**src/rtl/dncnt_pkg.sv**
```systemverilog
// dncnt_pkg: shared width, constants and count type for the down-count timer
package dncnt_pkg;
  localparam int W = 16;
  localparam logic [W-1:0] ZERO = '0;
  localparam logic [W-1:0] ONES = '1;
  typedef logic [W-1:0] cnt_t;
endpackage

```
**src/rtl/dncnt_timer_if.sv**
```systemverilog
// dncnt_timer_if: register-decode side of the timer; oneshot exists only with DNCNT_ONESHOT_EN
interface dncnt_timer_if;
  import dncnt_pkg::*;
  cnt_t din, pre_q, div_q;
  logic wr_pre, wr_div, run, irq;
`ifdef DNCNT_ONESHOT_EN
  logic oneshot;
  modport master(output din, wr_pre, wr_div, oneshot, input pre_q, div_q, run, irq);
  modport slave(input din, wr_pre, wr_div, oneshot, output pre_q, div_q, run, irq);
`else
  modport master(output din, wr_pre, wr_div, input pre_q, div_q, run, irq);
  modport slave(input din, wr_pre, wr_div, output pre_q, div_q, run, irq);
`endif
endinterface

```
**src/rtl/dncnts.sv**
```systemverilog
// dncnts: one-bit down-count slice; toggles on borrow-in, passes borrow when the bit is 0
module dncnts (
  input  logic sys_clk,
  input  logic res,
  input  logic d,
  input  logic ci,
  input  logic ld,
  output logic q,
  output logic co
);
  always_ff @(posedge sys_clk)
    q <= res ? 1'b0 : ld ? d : q ^ ci;
  assign co = ci & ~q;
endmodule

```
**src/rtl/dncnt_timer.sv**
```systemverilog
// dncnt_timer: prescaler cascaded into divider, both counting down, periodic irq pulse.
// Optional one-shot mode is enabled by defining DNCNT_ONESHOT_EN.
module dncnt_timer
  import dncnt_pkg::*;
(
  input  logic          sys_clk,
  input  logic          res,
  dncnt_timer_if.slave  bus
);
  cnt_t pre_reg, div_reg, pre_cnt, div_cnt, pre_d, div_d;
  logic [W:0] pre_b, div_b;
  logic en, pre_tick, term, pre_ld, div_ld;
`ifdef DNCNT_ONESHOT_EN
  logic armed;
  assign en = bus.run & (armed | ~bus.oneshot);
`else
  assign en = bus.run;
`endif
  assign bus.run = pre_reg != ZERO;
  // a borrow leaving the top slice means the count was zero: that is the tick, and ld reloads
  assign pre_b[0] = en & ~bus.wr_pre;
  assign pre_tick = pre_b[W];
  assign pre_ld   = bus.wr_pre | pre_tick;
  assign pre_d    = bus.wr_pre ? bus.din : pre_reg;
  assign div_b[0] = pre_tick & ~bus.wr_div;
  assign term     = div_b[W];
  assign div_ld   = bus.wr_div | term;
  assign div_d    = bus.wr_div ? bus.din : div_reg;
  for (genvar i = 0; i < W; i++) begin : g_s
    dncnts u_p (.sys_clk, .res, .d(pre_d[i]), .ci(pre_b[i]), .ld(pre_ld), .q(pre_cnt[i]), .co(pre_b[i+1]));
    dncnts u_d (.sys_clk, .res, .d(div_d[i]), .ci(div_b[i]), .ld(div_ld), .q(div_cnt[i]), .co(div_b[i+1]));
  end
  assign bus.pre_q = pre_cnt;
  assign bus.div_q = div_cnt;
  always_ff @(posedge sys_clk) begin
    if (res) begin
      pre_reg <= ZERO;
      div_reg <= ZERO;
      bus.irq <= 1'b0;
    end else begin
      if (bus.wr_pre) pre_reg <= bus.din;
      if (bus.wr_div) div_reg <= bus.din;
      bus.irq <= term;
    end
`ifdef DNCNT_ONESHOT_EN
    if (res) armed <= 1'b0;
    else if (bus.wr_div) armed <= 1'b1;
    else if (term & bus.oneshot) armed <= 1'b0;
`endif
  end
endmodule
```
**src/flat_wrapper.sv**
```systemverilog
// flat-port wrapper written by rule: the top's interface ports become plain ports
module dncnt_timer_flat import dncnt_pkg::*;
  (sys_clk, res, bus_din, bus_wr_pre, bus_wr_div, bus_pre_q, bus_div_q, bus_run, bus_irq);
  dncnt_timer_if bus_i ();
  input  logic sys_clk;
  input  logic res;
  input wire logic [$bits(bus_i.din)-1:0] bus_din;
  input wire logic [$bits(bus_i.wr_pre)-1:0] bus_wr_pre;
  input wire logic [$bits(bus_i.wr_div)-1:0] bus_wr_div;
  output wire logic [$bits(bus_i.pre_q)-1:0] bus_pre_q;
  output wire logic [$bits(bus_i.div_q)-1:0] bus_div_q;
  output wire logic [$bits(bus_i.run)-1:0] bus_run;
  output wire logic [$bits(bus_i.irq)-1:0] bus_irq;
  assign bus_i.din = bus_din;
  assign bus_i.wr_pre = bus_wr_pre;
  assign bus_i.wr_div = bus_wr_div;
  assign bus_pre_q = bus_i.pre_q;
  assign bus_div_q = bus_i.div_q;
  assign bus_run = bus_i.run;
  assign bus_irq = bus_i.irq;
  dncnt_timer u_core (.sys_clk(sys_clk), .res(res), .bus(bus_i));
endmodule
```
**config.mk**
```make
export PLATFORM = sky130hd
export DESIGN_NAME = dncnt_timer_flat
export DESIGN_NICKNAME = d
export VERILOG_FILES = /design/src/rtl/dncnt_pkg.sv /design/src/rtl/dncnt_timer_if.sv /design/src/rtl/dncnts.sv /design/src/rtl/dncnt_timer.sv /design/src/flat_wrapper.sv
export SDC_FILE = /design/constraint.sdc
export NUM_CORES = 1
export LEC_CHECK = 0
export CAP_MARGIN = 15
export CORE_MARGIN = 3
export CORE_UTILIZATION = 30
export DETAILED_ROUTE_END_ITERATION = 16
export PLACE_DENSITY_LB_ADDON = 0.2
export RECOVER_POWER = 50
export SLEW_MARGIN = 25
export SYNTH_ARGS = -nofsm -noshare
export SYNTH_HDL_FRONTEND = slang
export SYNTH_SLANG_ARGS = --single-unit
```
**constraint.sdc**
```tcl
create_clock -name sys_clk -period 9.4 [get_ports sys_clk]
set_input_delay 0.94 -clock sys_clk [delete_from_list [all_inputs] [get_ports sys_clk]]
set_output_delay 0.94 -clock sys_clk [all_outputs]
set_load 0.01 [all_outputs]
```
==> results of run 1 <==
==> cell families (layout without fill, tap and decap cells) <==
logic type / after synthesis / after routing / synth area share [%]
simple gates: 136 / 136 / 19.2
buf+inv: 88 / 102 / 14.6
flops: 65 / 65 / 38.0
compound gates: 46 / 46 / 9.16
fa+ha+maj: 32 / 32 / 11.7
mux: 25 / 25 / 7.30
==> final cells by class <==
class / instances / area (sq um) / area share (%)
multi-input cells: 239 / 1620 / 40.3
well taps: 140 / 175 / 4.35
inverters: 32 / 120 / 2.98
flip-flops and latches: 65 / 1300 / 32.3
repair buffers: 57 / 558 / 13.8
clock inverters: 1 / 5.00 / 0.124
clock buffers: 12 / 246 / 6.12
==> report_power, final <==
group / switching [uW] / leakage, uW / total (uW) / internal [uW]
clock network: 112 / 0.000124 / 292 / 181
logic: 49.2 / 0.00104 / 102 / 52.4
registers: 11.2 / 0.000538 / 306 / 294
==> routing by layer <==
| layer | track usage [%] | vias to the layer above |
|---|---|---|
| met5 | 0 | - |
| met4 | 4.57 | 0 |
| met3 | 3.58 | 8 |
| met2 | 17.5 | 41 |
| met1 | 15.8 | 1091 |
| li1 | - | 1290 |
==> final timing paths <==
path	depth (start not counted)	start	slack (ns)	end
min reg2reg	2	u_core.div_reg[15]	0.48	u_core.div_reg[15]
max	39	bus_wr_pre	0.71	u_core.g_s[5].u_d.q
max reg2reg	40	u_core.pre_reg[8]	0.85	u_core.g_s[5].u_d.q
min	2	u_core.div_reg[15]	0.48	u_core.div_reg[15]
==> per-stage QoR <==
stage | hold slack (ns) | worst slack (ns) | power, uW | area (sq um)
6_report | 0.480 | 0.714 | 699 | 4030
5_1_grt | 0.505 | 0.251 | 737 | 4030
4_1_cts | 0.478 | 0.781 | 710 | 4040
3_5_place_dp | 0.470 | 0.490 | 416 | 3780
3_3_place_gp | 0.462 | 0.568 | 416 | 3780
2_1_floorplan | 0.450 | 0.957 | 384 | 3430
==> worst reg2reg max path: cells and delay by family, from the launching register on <==
family	cells	cell delay, ns
compound gates	1	0.06
fa+ha+maj	32	6.64
buf+inv	1	0.24
flops	1	0.33
simple gates	6	1.24
==> Yosys cell counts <==
cell / n / area [sq um]
clkbuf_2: 1 / 5.00
mux2i_1: 25 / 250
or2_0: 2 / 12.5
or2_2: 2 / 12.5
buf_4: 35 / 263
inv_1: 32 / 120
a21oi_2: 1 / 8.76
nand2b_1: 7 / 43.8
a211oi_1: 25 / 188
nor2_1: 50 / 188
a21o_1: 7 / 52.6
nor3_1: 25 / 125
dfxtp_1: 65 / 1300
nor2b_1: 28 / 175
ha_1: 32 / 400
buf_2: 13 / 65.1
nor4_1: 4 / 25.0
clkbuf_1: 4 / 15.0
a21oi_1: 13 / 65.1
or2_1: 3 / 18.8
nand2_1: 14 / 52.6
buf_6: 3 / 33.8
nand4_1: 1 / 6.26
==> cell usage in the layout, fill, tap and decap left out, types with 2 or more instances in the layout <==
cell,instances
clkbuf_1,4
dfxtp_1,65
a21o_1,7
inv_1,32
dlygate4sd3_1,18
nor2_1,50
buf_4,2
or2_2,2
nand2_1,14
a21oi_1,13
nor2b_1,28
nor4_1,4
a211oi_1,25
clkdlybuf4s50_1,33
clkbuf_16,9
or2_1,3
nor3_1,25
mux2i_1,25
or2_0,2
nand2b_1,7
ha_1,32
==> metrics.txt, run 1 <==
Pleak 0.00170 uW; core area 11000 sq um; Mapped Area 3430 sq um; initial antenna violation count 0; post-CTS sizing 0; Post-Route WL about 7300 microns; M1 wire length 3710 microns; min Tclk post-route 8.69 ns; worst path bufs/invs 2; critical path class primary input to flop; syn avg cell area between 8 and 9 sq um; # nets final 456; Die Span Y about 110 microns; Critical Path AT just under 9 ns; crit share post-route between 90 and 100%; All-Layer GR Usage 11.7%; ANT nets after route 0; num ports 54; clk buf depth 2; Die X around 110 microns; Vias/cell roughly 4.5; row count 38; Antenna diodes 0; Final Slew Violations between 90 and 100; run status finished, violations left; FMAX ~0.12 GHz; layout cell share with drive strength beyond 1 approximately 4.4%; TNS Setup 0 ns; CP required a little under 10 ns; Max IR drop VDD between 0.08 and 0.09 mV; Hold Vio Cnt, Final 0; highest metal used met4; Final Core Density a little under two fifths; family with the most delay on the worst path adder cells; drt pass-1 iters 4; failing checks max-capacitance violations, max-slew violations; Area growth syn-to-layout 17.6%; post-DP HPWL ~5100 microns; metal2 WL 3130 microns; Net Count, Synth 444; initial core utilization 31.2%; GRT overflow 0; TritonCTS clock tree done; Worst path slowest cell dlygate4sd3_1; # fillers approximately 1100; Worst-Margin Slew ~2.2 ns; first-pass GRT wire length 11700 microns; Post-Layout Cell Count between 500 and 600; startpoint types primary input; via count 2430; Distinct cells, synth 23; Hold WC Path Type flop to flop; port bufs 53; P per Cell Area between 150 and 200 nW/um^2; Clock Sinks between 60 and 70; DRT iter0 DRCs 102; DR DRC count 0; delay of the slowest cell on the worst path roughly 0.55 ns; routability cong. approximately 0.71; pin count of the biggest net entering global routing 66; Synth Warn # 0; Seq/Total Area, Yosys 38.0%; synthesized instance count a little under 400; post-CTS setup buffers 0; CTS buffer count 9; clk root buf clkbuf_16; clock-pin slew on the worst setup and hold paths 0.05 ns; Clock Latency Late Sink between 0.3 and 0.4 ns; vias in the first global route 2305; CTS Hold Bufs 0; final-report setup violation count 0; Inst Count DP 533; RSZ-0062 raised after global routing no; flops & latches, synth 65; Met3 Routed Length a little under 300 microns; Avg WL per Cell about 13 microns; Top cell by count, worst path ha_1; Max Cap Viol 2; crit path capture type flop; Setup Skew ~0.0052 ns; Slew HR -49.2%; H-tree Lvls 3; worst-path fanout max 19; Die ar. between 10000 and 15000 sq um
Note: power is estimated with default switching activity, not from simulation.
==> inputs of run 2 (changes only) <==
--- a/config.mk
+++ b/config.mk
@@ -6,11 +6,14 @@
 export NUM_CORES = 1
 export LEC_CHECK = 0
 export CAP_MARGIN = 15
+export CORE_ASPECT_RATIO = 1.1
 export CORE_MARGIN = 3
 export CORE_UTILIZATION = 30
 export DETAILED_ROUTE_END_ITERATION = 16
+export GPL_ROUTABILITY_DRIVEN = 0
 export PLACE_DENSITY_LB_ADDON = 0.2
 export RECOVER_POWER = 50
+export SKIP_CTS_REPAIR_TIMING = 1
 export SLEW_MARGIN = 25
 export SYNTH_ARGS = -nofsm -noshare
 export SYNTH_HDL_FRONTEND = slang
==> run 2 against run 1 <==
Sequential power about the same. Worst hold slack better by 0.0045 ns. First-iteration DRC count down 6.9%. The flow still finishes with violations (max-capacitance violations, max-slew violations). Cell count up 2.0%. Non-clock buffer count up 1. Die area about the same. Fmax up 0.96%. Clock power up 13%. Wire length down 0.59%. Register-to-register slack worse by 0.02 ns. Combinational power about the same. Via count up 2.7%.
==> metrics.txt, run 2 (synthesized netlist as in run 1, its figures left out) <==
pin count of the biggest net entering global routing 66; Final Slew Violations 99; crit path from bus_wr_pre; All-Layer GR Usage 12.2%; Final Core Density 36.9%; TNS Setup 0 ns; DR DRC count 0; Hold Vio Cnt, Final 0; Critical Path AT ~9 ns; Max Cap Viol 2; # nets final between 400 and 500; most frequent cells in the layout dfxtp_1, nor2_1, clkdlybuf4s50_1; drt pass-1 iters 4; RSZ-0062 raised after global routing no; min Tclk post-route ~8.6 ns; GR Util met3 under 10%; FMAX between 0.1 and 0.15 GHz; crit share post-route 91.5%; P per Cell Area approximately 180 nW/um^2; Clock Latency Late Sink about 0.33 ns; Setup Skew approximately 0.0081 ns; Die Span Y roughly 120 microns; Slew HR -49.5%; flop-to-flop setup slack 0.83 ns; Die X between 100 and 150 microns; GR Layer Usage met2 between 10% and 20%; worst-path fanout max 18; H-tree Lvls 3; final-report setup violation count 0; Antenna diodes 0; Vias/cell between 4 and 5; startpoint types primary input; first-pass GRT wire length around 12000 microns; # fillers approximately 1100; met1 Use GR roughly 16%; port bufs 53; clock-pin slew on the worst setup and hold paths 0.05 ns; Pleak ~0.0017 uW; Post-Route WL ~7200 microns; DRT iter0 DRCs 95; run status finished, violations left; post-DP HPWL between 5000 and 6000 microns; Top cell by count, worst path ha_1; CP required ~9.7 ns; layout cell share with drive strength beyond 1 under 10%; failing checks max-capacitance violations, max-slew violations; ANT nets after route 0; Hold WC Path Type flop to flop; crit path capture type flop; initial core utilization between 30% and 40%; Clock Sinks 65; GRT overflow 0; Top Usage Layer GRT met2; Max IR drop VDD around 0.071 mV; TritonCTS clock tree done; via count 2496; Worst-Margin Slew 2.24 ns; num ports between 50 and 60; Area growth syn-to-layout 19.1%; core area 11100 sq um; commonest non-fill, non-tap cell in the layout dfxtp_1; clk root buf clkbuf_16; R2R Path Start u_core.pre_reg[8]; clk buf depth 2; delay of the slowest cell on the worst path between 0.5 and 0.6 ns; critical path class primary input to flop; Avg WL per Cell 12.9 microns; Worst path slowest cell dlygate4sd3_1; CTS buffer count 9; row count 40; initial antenna violation count 0; hold_sp u_core.div_reg[15]; vias in the first global route 2505; Die ar. roughly 13000 sq um
## run 2: final timing paths
kind,end,cells past startpoint
max,u_core.g_s[15].u_d.q,39
min,u_core.div_reg[15],2
max reg2reg,u_core.g_s[15].u_d.q,40
min reg2reg,u_core.div_reg[15],2
## run 2: power breakdown
part / leakage (uW) / internal, uW / switching (uW)
logic: 0.00104 / 52.5 / 48.8
registers: 0.000538 / 294 / 11.1
clock network: 0.000142 / 211 / 120
## run 2: area by class of cell
class / instances / area [sq um] / share of cell area (%)
clock buffers: 11 / 243 / 5.95
clock inverters: 5 / 55.1 / 1.35
inverters: 32 / 120 / 2.94
multi-input cells: 239 / 1620 / 39.8
flip-flops and latches: 65 / 1300 / 31.9
well taps: 147 / 184 / 4.51
repair buffers: 58 / 553 / 13.6
## run 2: critical path, delay by kind of cell
kind / cells / cell delay [ns]
buf+inv: 2 / 0.74
simple gates: 3 / 0.42
compound gates: 2 / 0.30
fa+ha+maj: 32 / 6.45
## run 2: metrics by stage
step	hold WS (ns)	total power [uW]	setup slack, ns	area (sq um)	instances
finish	0.484	738	0.797	4080	557
floorplan	0.450	384	0.957	3430	392
global route	0.518	778	0.266	4080	557
detailed placement	0.470	416	0.538	3790	541
CTS	0.480	752	0.741	4090	557
global placement	0.459	415	0.624	3790	541
## run 2: per-layer routing
layer  up-vias  part of all wire [%]  wire [microns]
met1      1152                    46            3350
met2        41                    48            3460
met4         0                   1.7             123
met3         9                   3.8             272
met5         -                     0               0
li1       1294                     -               -
==> inputs of run 3 (changes only) <==
--- a/config.mk
+++ b/config.mk
@@ -7,7 +7,7 @@
 export LEC_CHECK = 0
 export CAP_MARGIN = 15
 export CORE_ASPECT_RATIO = 1.1
-export CORE_MARGIN = 3
+export CORE_MARGIN = 4
 export CORE_UTILIZATION = 30
 export DETAILED_ROUTE_END_ITERATION = 16
 export GPL_ROUTABILITY_DRIVEN = 0
==> run 3 against run 2 <==
The flow still finishes with violations (max-capacitance violations, max-slew violations). Clock power is 6.3% lower. Clock skew is 0.0029 ns lower. Worst setup slack better by 0.063 ns. Cell count is 0.36% lower. Register-to-register slack better by 0.14 ns. Global-route usage is 0.49 points lower. Via count is 1.2% lower. Fmax is 0.73% higher. Total power is 2.8% lower. Die area is 3.6% higher. Design area is 0.58% lower. Critical path type unchanged. Largest power group unchanged.
==> metrics.txt, run 3 (synthesized netlist as in run 1, its figures left out) <==
most frequent cells in the layout dfxtp_1, nor2_1, clkdlybuf4s50_1; initial core utilization a little under a third; commonest non-fill, non-tap cell in the layout dfxtp_1; FMAX approximately 0.12 GHz; # fillers 1142; RSZ-0062 raised after global routing no; flop-to-flop setup slack slightly below 1 ns; crit path from bus_wr_pre; Hold WC Path Type flop to flop; port bufs 53; Max Cap Viol 2; first-pass GRT wire length ~12000 microns; Inst Count DP between 500 and 600; FF/Latch Area about 1300 sq um; initial antenna violation count 0; layout cell share with drive strength beyond 1 under 10%; pin count of the biggest net entering global routing between 60 and 70; Slew HR -48.6%; Critical Path AT around 8.7 ns; All-Layer GR Usage between 10% and 20%; CTS buffer count 9; DR DRC count 0; failing checks max-capacitance violations, max-slew violations; end point of the critical path u_core.g_s[4].u_d.q; # nets final roughly 460; Multi-input gate area between 1500 and 2000 sq um; Avg WL per Cell 13.2 microns; clock-pin slew on the worst setup and hold paths 0.05 ns; Max IR drop VDD between 0.07 and 0.08 mV; TNS Setup 0 ns; post-DP HPWL between 5000 and 6000 microns; DRT iter0 DRCs 62; RR Endpoint u_core.g_s[4].u_d.q; Final Slew Violations 99; Final Core Density 36.7%; vias in the first global route roughly 2400; crit share post-route roughly 90%; Post-Route WL 7310 microns; clk root buf clkbuf_16; highest metal used met4; metal2 WL between 3000 and 4000 microns; Area growth syn-to-layout 18.4%; H-tree Lvls 3; reg2reg path depth 39; Die ar. 13200 sq um; Post-Layout Cell Count approximately 560; critical path class primary input to flop; Worst-Margin Slew roughly 2.2 ns; Hold Vio Cnt, Final 0; TritonCTS clock tree done; Top cell by count, worst path ha_1; final-report setup violation count 0; M1 wire length 3560 microns; Die X between 100 and 150 microns; worst-path fanout max 31; R2R Path Start u_core.pre_reg[4]; run status finished, violations left; Antenna diodes 0; drt pass-1 iters 4; startpoint types primary input; CP required about 9.6 ns; P per Cell Area about 180 nW/um^2; row count 40; delay of the slowest cell on the worst path 0.55 ns; Setup Skew between 0.005 and 0.006 ns; core area approximately 11000 sq um; Vias/cell 4.45; GRT overflow 0; Met3 Routed Length around 180 microns; final hold slack around 0.48 ns; Clock Sinks between 60 and 70; num ports 54; Worst path slowest cell dlygate4sd3_1; min Tclk post-route around 8.5 ns; crit path capture type flop; Die Span Y around 120 microns; via count 2467; Pleak between 0.0015 and 0.002 uW; ANT nets after route 0; Clock Latency Late Sink about 0.32 ns; clk buf depth 2
## run 3: changes by cell type in the layout (fill, tap and decap cells not counted), sizes merged
cell / previous run / this run
clkbuf: 13 / 14
clkinvlp: 2 / 0
clkinv: 2 / 3
buf: 5 / 4
bufinv: 1 / 0
## run 3: worst min path at each step
| stage | from | to | slack [ns] | depth (start not counted) |
|---|---|---|---|---|
| after detailed placement | u_core.div_reg[15] | u_core.div_reg[15] | 0.47 | 2 |
| after CTS | u_core.div_reg[15] | u_core.div_reg[15] | 0.48 | 2 |
| after global routing | u_core.div_reg[15] | u_core.div_reg[15] | 0.51 | 2 |
| after global placement | u_core.div_reg[15] | u_core.div_reg[15] | 0.46 | 2 |
| final | u_core.div_reg[15] | u_core.div_reg[15] | 0.48 | 2 |
| after floorplan | u_core.div_reg[15] | u_core.div_reg[15] | 0.45 | 2 |
## run 3: per-layer routing
layer | track usage, % | up-vias
li1 | - | 1289
met5 | 0 | -
met2 | 18.1 | 35
met1 | 15.8 | 1132
met4 | 5.38 | 0
met3 | 2.10 | 11
## run 3: stage by stage
| stage | total power (uW) | instance area (sq um) | worst slack [ns] |
|---|---|---|---|
| 2_1_floorplan | 384 | 3430 | 0.957 |
| 3_3_place_gp | 415 | 3780 | 0.663 |
| 3_5_place_dp | 416 | 3780 | 0.601 |
| 4_1_cts | 729 | 4060 | 0.881 |
| 5_1_grt | 754 | 4060 | 0.359 |
| 6_report | 717 | 4060 | 0.859 |
## run 3: area by class of cell
cell class	count	share of cell area, %
tap	147	4.53
clock inverter	3	0.370
timing repair buffer	57	13.4
inverter	32	2.96
clock buffer	12	6.57
multi-input combinational	239	40.0
sequential	65	32.1
## run 3: critical path, delay by kind of cell
family          cells  cell delay [ns]
fa+ha+maj          32             6.46
simple gates        3             0.26
compound gates      1             0.27
buf+inv             2             0.78
## run 3: report_power, final
group          leakage [uW]  internal [uW]  switching (uW)
Combinational       0.00104           52.4            48.9
Sequential         0.000538            294            11.4
Clock              0.000144            197             113
